--- src/rtl/serial_tx_fifo.sv ---
`default_nettype none
// ============================================================================
// Module      : serial_tx_fifo
// Description : Buffered UART transmitter. Bytes written from fabric logic are
//               queued in a circular FIFO and sent as 8N1 frames on o_tx.
//               Queued bytes go out back-to-back with no idle gap.
//               Optional even parity (8E1) with macro SERIAL_TX_PARITY_EN.
// Revision    : 1.0 - initial release
// ============================================================================
module serial_tx_fifo #(
  parameter int CLK_FREQ   = 16_000_000,
  parameter int BAUD_RATE  = 115_200,
  parameter int DEPTH_LOG2 = 4
) (
  input  logic       i_clk,
  input  logic       i_rst_n,
  input  logic       i_wr,
  input  logic [7:0] i_data,
  output logic       o_full,
  output logic       o_empty,
  output logic       o_busy,
  output logic       o_tx
);

  localparam int c_DIV   = CLK_FREQ / BAUD_RATE;
  localparam int c_CW    = (c_DIV > 1) ? $clog2(c_DIV) : 1;
  localparam int c_DEPTH = 2 ** DEPTH_LOG2;
  localparam logic [c_CW-1:0]       c_RELOAD   = c_CW'(c_DIV - 1);
  localparam logic [DEPTH_LOG2:0]   c_FULL_CNT = (DEPTH_LOG2 + 1)'(c_DEPTH);

`ifdef SERIAL_TX_PARITY_EN
  typedef enum logic [2:0] {
    S_IDLE   = 3'd0,
    S_START  = 3'd1,
    S_DATA   = 3'd2,
    S_STOP   = 3'd3,
    S_PARITY = 3'd4
  } state_t;
`else
  typedef enum logic [2:0] {
    S_IDLE   = 3'd0,
    S_START  = 3'd1,
    S_DATA   = 3'd2,
    S_STOP   = 3'd3
  } state_t;
`endif

  // FIFO storage and bookkeeping
  logic [7:0]            r_mem [c_DEPTH];
  logic [DEPTH_LOG2-1:0] r_wptr;
  logic [DEPTH_LOG2-1:0] r_rptr;
  logic [DEPTH_LOG2:0]   r_count;
  logic                  r_full;
  logic                  r_empty;
  logic                  w_push;
  logic                  w_pop;
  logic [DEPTH_LOG2:0]   w_count_nxt;
  logic [7:0]            w_head;

  // Transmitter state
  state_t                r_state;
  state_t                w_state_nxt;
  logic [7:0]            r_shift;
  logic [7:0]            w_shift_nxt;
  logic [2:0]            r_bit;
  logic [2:0]            w_bit_nxt;
  logic [c_CW-1:0]       r_baud;
  logic [c_CW-1:0]       w_baud_nxt;
  logic                  r_tx;
  logic                  w_tx_nxt;
`ifdef SERIAL_TX_PARITY_EN
  logic                  r_parity;
`endif

  // A write into a full FIFO is dropped even when a pop frees a slot this cycle
  assign w_push      = i_wr & ~r_full;
  assign w_head      = r_mem[r_rptr];
  assign w_count_nxt = r_count + (DEPTH_LOG2 + 1)'(w_push) - (DEPTH_LOG2 + 1)'(w_pop);

  // Byte storage; copied at enqueue so later i_data changes do not matter
  always_ff @(posedge i_clk) begin
    if (w_push) begin
      r_mem[r_wptr] <= i_data;
    end
  end

  // Pointers, occupancy count and registered full/empty flags
  always_ff @(posedge i_clk) begin
    if (!i_rst_n) begin
      r_wptr  <= '0;
      r_rptr  <= '0;
      r_count <= '0;
      r_full  <= 1'b0;
      r_empty <= 1'b1;
    end else begin
      if (w_push) r_wptr <= r_wptr + DEPTH_LOG2'(1);
      if (w_pop)  r_rptr <= r_rptr + DEPTH_LOG2'(1);
      r_count <= w_count_nxt;
      r_full  <= (w_count_nxt == c_FULL_CNT);
      r_empty <= (w_count_nxt == '0);
    end
  end

  // Transmitter state register; reset drives the line idle immediately
  always_ff @(posedge i_clk) begin
    if (!i_rst_n) begin
      r_state <= S_IDLE;
      r_shift <= '0;
      r_bit   <= '0;
      r_baud  <= '0;
      r_tx    <= 1'b1;
    end else begin
      r_state <= w_state_nxt;
      r_shift <= w_shift_nxt;
      r_bit   <= w_bit_nxt;
      r_baud  <= w_baud_nxt;
      r_tx    <= w_tx_nxt;
    end
  end

`ifdef SERIAL_TX_PARITY_EN
  // Even parity of the byte, captured as it leaves the FIFO
  always_ff @(posedge i_clk) begin
    if (!i_rst_n) begin
      r_parity <= 1'b0;
    end else if (w_pop) begin
      r_parity <= ^w_head;
    end
  end
`endif

  // Next-state logic: bit boundaries happen when the baud counter hits zero
  always_comb begin
    w_state_nxt = r_state;
    w_shift_nxt = r_shift;
    w_bit_nxt   = r_bit;
    w_baud_nxt  = r_baud;
    w_tx_nxt    = r_tx;
    w_pop       = 1'b0;
    case (r_state)
      S_IDLE: begin
        w_tx_nxt = 1'b1;
        if (!r_empty) begin
          w_pop       = 1'b1;
          w_shift_nxt = w_head;
          w_tx_nxt    = 1'b0;
          w_baud_nxt  = c_RELOAD;
          w_state_nxt = S_START;
        end
      end
      S_START: begin
        if (r_baud == '0) begin
          w_tx_nxt    = r_shift[0];
          w_bit_nxt   = 3'd0;
          w_baud_nxt  = c_RELOAD;
          w_state_nxt = S_DATA;
        end else begin
          w_baud_nxt = r_baud - c_CW'(1);
        end
      end
      S_DATA: begin
        if (r_baud == '0) begin
          w_baud_nxt = c_RELOAD;
          if (r_bit == 3'd7) begin
`ifdef SERIAL_TX_PARITY_EN
            w_tx_nxt    = r_parity;
            w_state_nxt = S_PARITY;
`else
            w_tx_nxt    = 1'b1;
            w_state_nxt = S_STOP;
`endif
          end else begin
            w_shift_nxt = {1'b0, r_shift[7:1]};
            w_tx_nxt    = r_shift[1];
            w_bit_nxt   = r_bit + 3'd1;
          end
        end else begin
          w_baud_nxt = r_baud - c_CW'(1);
        end
      end
`ifdef SERIAL_TX_PARITY_EN
      S_PARITY: begin
        if (r_baud == '0) begin
          w_tx_nxt    = 1'b1;
          w_baud_nxt  = c_RELOAD;
          w_state_nxt = S_STOP;
        end else begin
          w_baud_nxt = r_baud - c_CW'(1);
        end
      end
`endif
      S_STOP: begin
        if (r_baud == '0) begin
          if (!r_empty) begin
            w_pop       = 1'b1;
            w_shift_nxt = w_head;
            w_tx_nxt    = 1'b0;
            w_baud_nxt  = c_RELOAD;
            w_state_nxt = S_START;
          end else begin
            w_tx_nxt    = 1'b1;
            w_state_nxt = S_IDLE;
          end
        end else begin
          w_baud_nxt = r_baud - c_CW'(1);
        end
      end
      default: begin
        w_tx_nxt    = 1'b1;
        w_state_nxt = S_IDLE;
      end
    endcase
  end

  assign o_full  = r_full;
  assign o_empty = r_empty;
  assign o_busy  = (r_state != S_IDLE);
  assign o_tx    = r_tx;

endmodule
`default_nettype wire

--- config.mk ---
export PLATFORM = sky130hd
export DESIGN_NAME = serial_tx_fifo
export DESIGN_NICKNAME = d
export VERILOG_FILES = /design/src/rtl/serial_tx_fifo.sv
export SDC_FILE = /design/constraint.sdc
export NUM_CORES = 1
export LEC_CHECK = 0
export CORE_UTILIZATION = 56
export CTS_CLUSTER_SIZE = 25
export DETAILED_ROUTE_END_ITERATION = 12
export GPL_TIMING_DRIVEN = 0
export PLACE_DENSITY = 0.76
export SLEW_MARGIN = 30
export SYNTH_ARGS = -nofsm -noshare
export SYNTH_HDL_FRONTEND = slang
export SYNTH_SLANG_ARGS = --single-unit
--- constraint.sdc ---
create_clock -name i_clk -period 3.41 [get_ports i_clk]
set_clock_uncertainty 0.05 [all_clocks]
set_input_delay 0.682 -clock i_clk [delete_from_list [all_inputs] [get_ports i_clk]]
set_output_delay 0.682 -clock i_clk [all_outputs]
set_load 0.1 [all_outputs]
# == Word-level counts from Yosys, hierarchy flattened ==
# Memory sizes are Yosys's and may differ from the RTL's. A register that Yosys moved wholly into a read port is not among the register bits.
# Cells that the tools add are included.
# totals
ff_bits,38
mem_bits_rw,128
inputBits,11
out_inout_bits,4
elab_cells,75
mem_count,1
# mem_list
memory,words,width,read_ports,rd_ports_with_merged_regs,wr,line_no,text
r_mem,16,8,1,1,1,49,logic [7:0] r_mem [c_DEPTH];
# classes
add_sub_neg,6
n_eq_ne,11
n_mux,33
bitwise,2
reduce_logical,12
# op_table
operator,count
$mux W8,7
$pmux W8 S3,2
$mux W3,8
$ne A2 B2 Y1 const B,6
$pmux W3 S4,1
$mux W1,10
$reduce_bool A3 Y1,3
$add A4 B1 Y4 const B,2
$logic_not A8 Y1,1
$mux W4,2
$reduce_and A4 Y1,2
$sub A8 B1 Y8 const B,1
$eq A3 B2 Y1 const B,2
$pmux W3 S2,1
$add A5 B1 Y5,1
$eq A5 B5 Y1 const B,1
$logic_not A5 Y1,1
$reduce_and A5 Y1,1
$sub A5 B1 Y5,1
$pmux W1 S4,1
$add A3 B1 Y3 const B,1
$eq A3 B1 Y1 const B,1
$eq A3 B3 Y1 const B,1
$logic_not A3 Y1,1
6 further kinds,6

# == Depth between registers and ports, before layout ==
# Gate-level depths: netlist (run 1).
# depth
ltp_word,5
mapped_depth,13
ltp_nobuf,13

# == Worst setup path before layout (run 1) ==
# Ideal clock, no wire load.
# synth_timing
path_type,flip-flop to flip-flop
startpoint,reg r_state[0]
endpoint,"reg r_full, in the netlist o_full"
setup_time_ps,114
arrival_time_ps,3305
required_time_ps,3246
path_slack_ps,-60
path_stages_with_launch,13
n_path_buf,0
synth_period_minus_slack_ps,3470
path_cell_list,dfxtp_1 inv_1 ha_1 inv_1 o31ai_4 nand2_1 xnor2_1 ha_1 inv_1 fa_1 xnor2_1 or3b_2 a2111oi_0
# synth_between
elab_chain_cells,4
elab_cells_between_ends,5
classes_between,add/sub: 1; eq/ne: 2; mux: 1; reduce/logical: 1
# synth_rtl
element,line_no,text
"start, declared",61,state_t r_state;
"start signal, assigned",113,r_state <= w_state_nxt;
$eq A3 B2 Y1 / $logic_not A3 Y1 (equally long branches),140,case (r_state)
$pmux W1 S2 (*),140,
$sub A5 B1 Y5 (*),78,assign w_count_nxt = r_count + (DEPTH_LOG2 + 1)'(w_push) - (DEPTH_LOG2 + 1)'(w_pop);
$eq A5 B5 Y1 (*),99,r_full <= (w_count_nxt == c_FULL_CNT);
"end signal, assigned",99,
"end, declared",53,logic r_full;
# Mark *: on every way between the ends. The rest lies on a longest branch, timed or not.
# A chain may end at the register's enable or synchronous reset.

# == Worst setup path after layout (run 1) ==
# layout_timing
startpoint,reg r_baud[0]
endpoint,"reg r_full, in the netlist o_full"
# layout_between
elab_chain_cells,5
# layout_rtl
element,line_no,text
"start, declared",67,logic [c_CW-1:0] r_baud;
"start signal, assigned",116,r_baud <= w_baud_nxt;
$logic_not A8 Y1,193,if (r_baud == '0) begin
$mux W1,193,
$pmux W1 S2,140,
$sub A5 B1 Y5,78,
$eq A5 B5 Y1,99,
# No other way between the ends.

==> results of run 1 <==
-- cells in the final DEF, fill, tap and decap left out, drive strengths merged, types with 10 or more instances in the layout --
master	netlist	final
inv	15	20
ha	19	19
clkdlybuf4s50	0	14
buf	10	12
o21ai	10	10
nand2	21	21
clkbuf	15	32
dfxtp	41	41
mux4	32	32
nor2	31	31
o221a	11	11
a21oi	25	25
edfxtp	128	128
nand3	11	11
a22oi	13	13
-- kinds of logic after synthesis --
family / Yosys count / synth area share, %
compound gates: 90 / 9.07
xor+xnor: 7 / 0.850
fa+ha+maj: 20 / 3.57
buf+inv: 40 / 2.52
flops: 169 / 64.7
mux: 42 / 11.4
simple gates: 108 / 7.91
-- registers in the layout, indices dropped and copies added (netlist names), named ones only --
name and flops:
r_wptr 4, o_tx 1, r_mem 128, r_rptr 4, r_bit 3, r_state 2, o_empty 1, r_shift 8
r_baud 8, o_full 1, r_count 5
-- power breakdown --
part / switching [mW] / total (mW) / leakage (nW) / internal (mW)
Combinational: 1.20 / 2.11 / 0.986 / 0.908
Clock: 0.831 / 1.93 / 0.285 / 1.09
Sequential: 0.118 / 2.52 / 1.49 / 2.40
Total: 2.15 / 6.55 / 2.76 / 4.40
-- routing by layer --
| metal | track usage (%) | vias to the layer above | part of all wire [%] |
|---|---|---|---|
| met5 | 0 | - | 0 |
| met1 | 31.4 | 2137 | 42 |
| met2 | 39.0 | 163 | 49 |
| li1 | - | 1936 | - |
| met3 | 6.12 | 29 | 6.3 |
| met4 | 10.7 | 0 | 2.4 |
-- layout make-up --
| class | count | area share, % |
|---|---|---|
| Timing Repair Buffer | 16 | 1.88 |
| Clock buffer | 17 | 5.16 |
| Sequential cell | 169 | 56.6 |
| Inverter | 15 | 0.729 |
| Clock inverter | 15 | 2.00 |
| Tap cell | 172 | 2.61 |
| Buffer | 25 | 1.52 |
| Multi-Input combinational cell | 267 | 29.5 |
-- critical path, stage by stage (launching register included) --
cell and delay (ps):
dfxtp_2 340, inv_1 80, ha_1 160, or4b_4 500, o31ai_4 260, nand2_2 130, xnor2_2 140, ha_1 200
inv_1 70, fa_2 200, nor2b_1 50, o21a_1 210, or3_4 400, a2111oi_4 350
-- metrics by stage --
step | total power, mW | utilization (%) | area [µm²]
after floorplan | 4.08 | - | 7220
after global placement | 4.46 | 60.2 | 7570
after detailed placement | 4.54 | 60.4 | 7590
after CTS | 6.53 | 65.4 | 8220
after global routing | 6.83 | 65.6 | 8240
final | 6.55 | 65.6 | 8240
-- final timing paths --
| kind | from | cells past startpoint | slack (ps) | endpoint |
|---|---|---|---|---|
| max | r_baud[0] | 13 | 160 | o_full |
| min | o_tx | 2 | 430 | o_tx |
| max reg2reg | r_baud[0] | 13 | 160 | o_full |
| min reg2reg | o_tx | 2 | 430 | o_tx |
-- repair_timing --
action                                  4_1_cts  5_1_grt
resized for setup                             5        6
pin swaps                                     1        1
endpoints found under the setup margin        1        2
buffers inserted                              2        0
==> flow_summary.ini, run 1 <==
[setup_path]
crit_arrival_ps = 3540
cp.required_ps = 3690
start_kind = register
worst_setup_path_end_kind = register
path_class = reg -> reg
cp_max_fo = 5

[clock_network]
htreeDepth = 4
cts_tree = done
clock-sinks = 169
cts_made_buffers = 17
cts-root-buf = clkbuf_16
cts_buffer_depth = 2
postCtsHoldBufs = 0
clk_pin_slew_ps = 70
clk_latency_ps = 430

[timing]
fin_tns_setup_ps = 0
setup_violations = 0
rsz0062_at_grt = no
slew_headroom_pct = 35.6
finalCritPeriodShare_pct = 95.4
final.min_clock_period_ps = 3250
fmax_ghz = 0.307
worst_slack_ps = 158
drv_slew = 0
hold-worst-slack_ps = 426
max_slew.worst_pin.slew_ps = 964
hold_violations = 0

[grt]
antenna_found_initial = 0
first_global_vias = 4189
grt_max_degree = 17
grt_use_total_pct = 24.2
grt_pass1_wl_um = 22600
grt_overflow = 0

[min_path]
hold_path.class = reg -> reg

[finish]
antennaDiodeCount = 0
final_cells = 696
multi_input_area_um2 = 2430
num-nets-final = 542
area_delta_synth_final_pct = 14.2
final_layout_size_suffix_gt1_share_pct = 20.0
fillCellCount = 876
seq_area_um2 = 4670

[floorplanning]
placementRows = 41
ios = 15
core-area_um2 = 12600
die_w_um = 115
die-area_um2 = 13300
start_util_pct = 57.4
dieHeight_um = 115

[yosys]
syn_nets = 507
ys_seq_area_share_pct = 64.7
ys_seq_elements = 169
synth_largest_area_cell = edfxtp_1
syn-instance-count = 476
yosysMostFrequentCell = edfxtp_1
async_reset_ff_share_pct = 0
synth_edf_count = 128
ys_warn_count = 0
synth_top_flop_cell = edfxtp_1
synth.avg_cell_area_um2 = 15.2
synth_commonest_cells = edfxtp_1, dfxtp_1, mux4_2
synth_area_um2 = 7210
synth_top_area_share_pct = 53.3
ys_types = 61
synthTopCellsByArea = edfxtp_1, dfxtp_1, mux4_2

[place]
gp_congestion = 0.835
post-place-ws_ps = -418
numPortBuffers = 14
placed_cells = 662
dpl.hpwl_um = 9640

[status]
status = finished clean

[drt]
vias_per_cell = 6.13
drtIter0Drc = 430
drc = 0
via_count = 4265
dr.pass1.iters = 5
drt-total-wl_um = 14800
drtAntennaViolNets = 0
wire_per_inst_um = 21.3

[pwr]
vdd_drop_max_uv = 520
p_per_area_nw_per_um2 = 795
leakagePower_nw = 2.76

[run]
maxCapViolations = 0
(Power assumes the default switching activity.)
==> run 2: changes to the inputs <==
--- a/config.mk
+++ b/config.mk
@@ -5,6 +5,8 @@
 export SDC_FILE = /design/constraint.sdc
 export NUM_CORES = 1
 export LEC_CHECK = 0
+export CAP_MARGIN = 20
+export CORE_MARGIN = 8
 export CORE_UTILIZATION = 56
 export CTS_CLUSTER_SIZE = 25
 export DETAILED_ROUTE_END_ITERATION = 12
==> constraint.sdc (replaced) <==
create_clock -name i_clk -period 3.41 [get_ports i_clk]
set_clock_uncertainty 0.05 [all_clocks]
set_input_delay 0.682 -clock i_clk [delete_from_list [all_inputs] [get_ports i_clk]]
set_output_delay 0.682 -clock i_clk [all_outputs]
set_load 0.01 [all_outputs]
==> run 2 against run 1 <==
Against the previous run: highest routed layer unchanged; total power shrank 2.4%; clock-buffer cell count grew 1; final cell count grew 0.14%; first-iteration DRC count shrank 8.4%; utilization shrank 0.31 points; critical path depth is the same; via count is essentially flat; clock power shrank 4%; combinational power shrank 5%; sequential cell count is the same.
==> flow_summary.ini, run 2 (synthesis results as in run 1) <==
[finish]
largest_reg_flops = 128
final_common_cell = edfxtp_1
largest-register = r_mem
area_delta_synth_final_pct = 14.2
final_layout_size_suffix_gt1_share_pct = 20.2
fin_area_um2 = 8240
largestRegisters = r_mem x128, r_baud x8, r_shift x8
num-nets-final = 543
antennaDiodeCount = 0
final_cell_mix = edfxtp_1, dfxtp_1, mux4_2

[setup_path]
timing.rr.start = r_baud[1]
cp.required_ps = 3680
crit_arrival_ps = 3550
cp_max_fo = 4
reg2reg_slack_ps = 130
reg2reg_to = o_full
start_kind = register
worst-r2r-cell-count = 13
path_class = reg -> reg
worst_setup_path_end_kind = register

[timing]
worst_slack_ps = 134
setup_violations = 0
max_slew.worst_pin.slew_ps = 921
hold-worst-slack_ps = 436
slew_headroom_pct = 38.4
fmax_ghz = 0.305
hold_violations = 0
rsz0062_at_grt = no
finalCritPeriodShare_pct = 96.1
drv_slew = 0
fin_tns_setup_ps = 0
final.min_clock_period_ps = 3280

[drt]
dr.pass1.iters = 5
drt-total-wl_um = 14900
drtAntennaViolNets = 0
via_count = 4262
wire_per_inst_um = 21.4
vias_per_cell = 6.11
drc = 0
drtIter0Drc = 394

[clock_network]
clk_pin_slew_ps = 70
cts_buffer_depth = 2
cts-root-buf = clkbuf_16
clock-sinks = 169
cts_made_buffers = 17
htreeDepth = 4
clk_latency_ps = 430
cts_tree = done

[min_path]
whs_endpoint = r_bit[1]
holdPathStages = 2
min_from = r_bit[1]
hold_path.class = reg -> reg

[grt]
grt_use_total_pct = 19.2
grt_overflow = 0
first_global_vias = 4390
grt_max_degree = 17
antenna_found_initial = 0
grt_pass1_wl_um = 23800

[place]
gp_congestion = 0.838
dpl.hpwl_um = 9840
post-place-ws_ps = -550
place_area_um2 = 7590
numPortBuffers = 14

[pwr]
vdd_drop_max_uv = 548
swShare_pct = 32.0
p_comb_share_pct = 31.5
internal-power_mw = 4.34
leakagePower_nw = 2.77
p_clk_share_pct = 29.0
seqPwrFrac_pct = 39.4
p_per_area_nw_per_um2 = 776
p_switching_mw = 2.05

[floorplanning]
die_w_um = 129
ios = 15
start_util_pct = 57.2
dieHeight_um = 129
placementRows = 41
core-area_um2 = 12600
die-area_um2 = 16800

[run]
maxCapViolations = 0

[status]
status = finished clean
[run 2: changes by cell type in the layout (fill, tap and decap cells not counted), sizes merged]
| cell | previous run | this run |
|---|---|---|
| buf | 12 | 13 |
| bufinv | 2 | 1 |
| clkbuf | 32 | 33 |
| clkinvlp | 3 | 2 |
| inv | 20 | 21 |
[run 2: routing by layer]
layer	up-vias	wire, µm	GRT usage (%)
met5	-	0	0
met4	0	237	6.63
met3	23	876	5.71
met2	161	7350	31.6
met1	2137	6430	23.9
li1	1941	-	-
[run 2: through the flow]
step	utilization (%)	cells	total power, mW
global route	65.3	697	6.69
detailed placement	60.1	662	4.41
floorplan	-	476	3.94
CTS	65.1	697	6.37
global placement	60.0	662	4.32
finish	65.3	697	6.39
[run 2: timing repair]
item | CTS | global route
resized for setup | 9 | 5
hold buffers | 0 | 0
setup endpoints to repair | 2 | 2
setup buffers | 3 | 0
pin swaps | 1 | 3
[run 2: final cells by class]
| cell class | instances | area (µm²) |
|---|---|---|
| Buffer | 25 | 125 |
| Sequential cell | 169 | 4670 |
| Timing Repair Buffer | 17 | 163 |
| Clock inverter | 14 | 138 |
| Tap cell | 172 | 215 |
| Inverter | 15 | 56.3 |
| Fill cell | 883 | 4380 |
| Multi-Input combinational cell | 267 | 2440 |
| Clock buffer | 18 | 429 |
[run 2: worst max path at each step]
stage | startpoint | to | slack (ps) | depth (start not counted)
after floorplan | r_baud[0] | o_full | 250 | 12
after global placement | i_wr | o_full | -410 | 10
after detailed placement | i_wr | o_full | -550 | 10
after CTS | r_baud[0] | o_full | 3 | 11
after global routing | r_baud[1] | o_full | 20 | 13
final | r_baud[1] | o_full | 130 | 13
[run 2: power by group through the flow]
stage	Sequential [mW]	Combinational, mW	Clock (mW)
after floorplan	2.53	1.41	0
after global placement	2.55	1.78	0
after detailed placement	2.56	1.85	0
after CTS	2.52	1.99	1.87
after global routing	2.54	2.18	1.96
final	2.52	2.01	1.85
[run 2: critical path: stages (launching register included)]
cell and delay [ps]:
dfxtp_1 320, inv_1 100, ha_1 170, or4b_4 500
o31ai_4 250, nand2_2 120, xnor2_2 150, ha_2 200
inv_1 60, fa_2 210, nor2b_1 50, o21a_1 220
or3_4 410, a2111oi_4 370
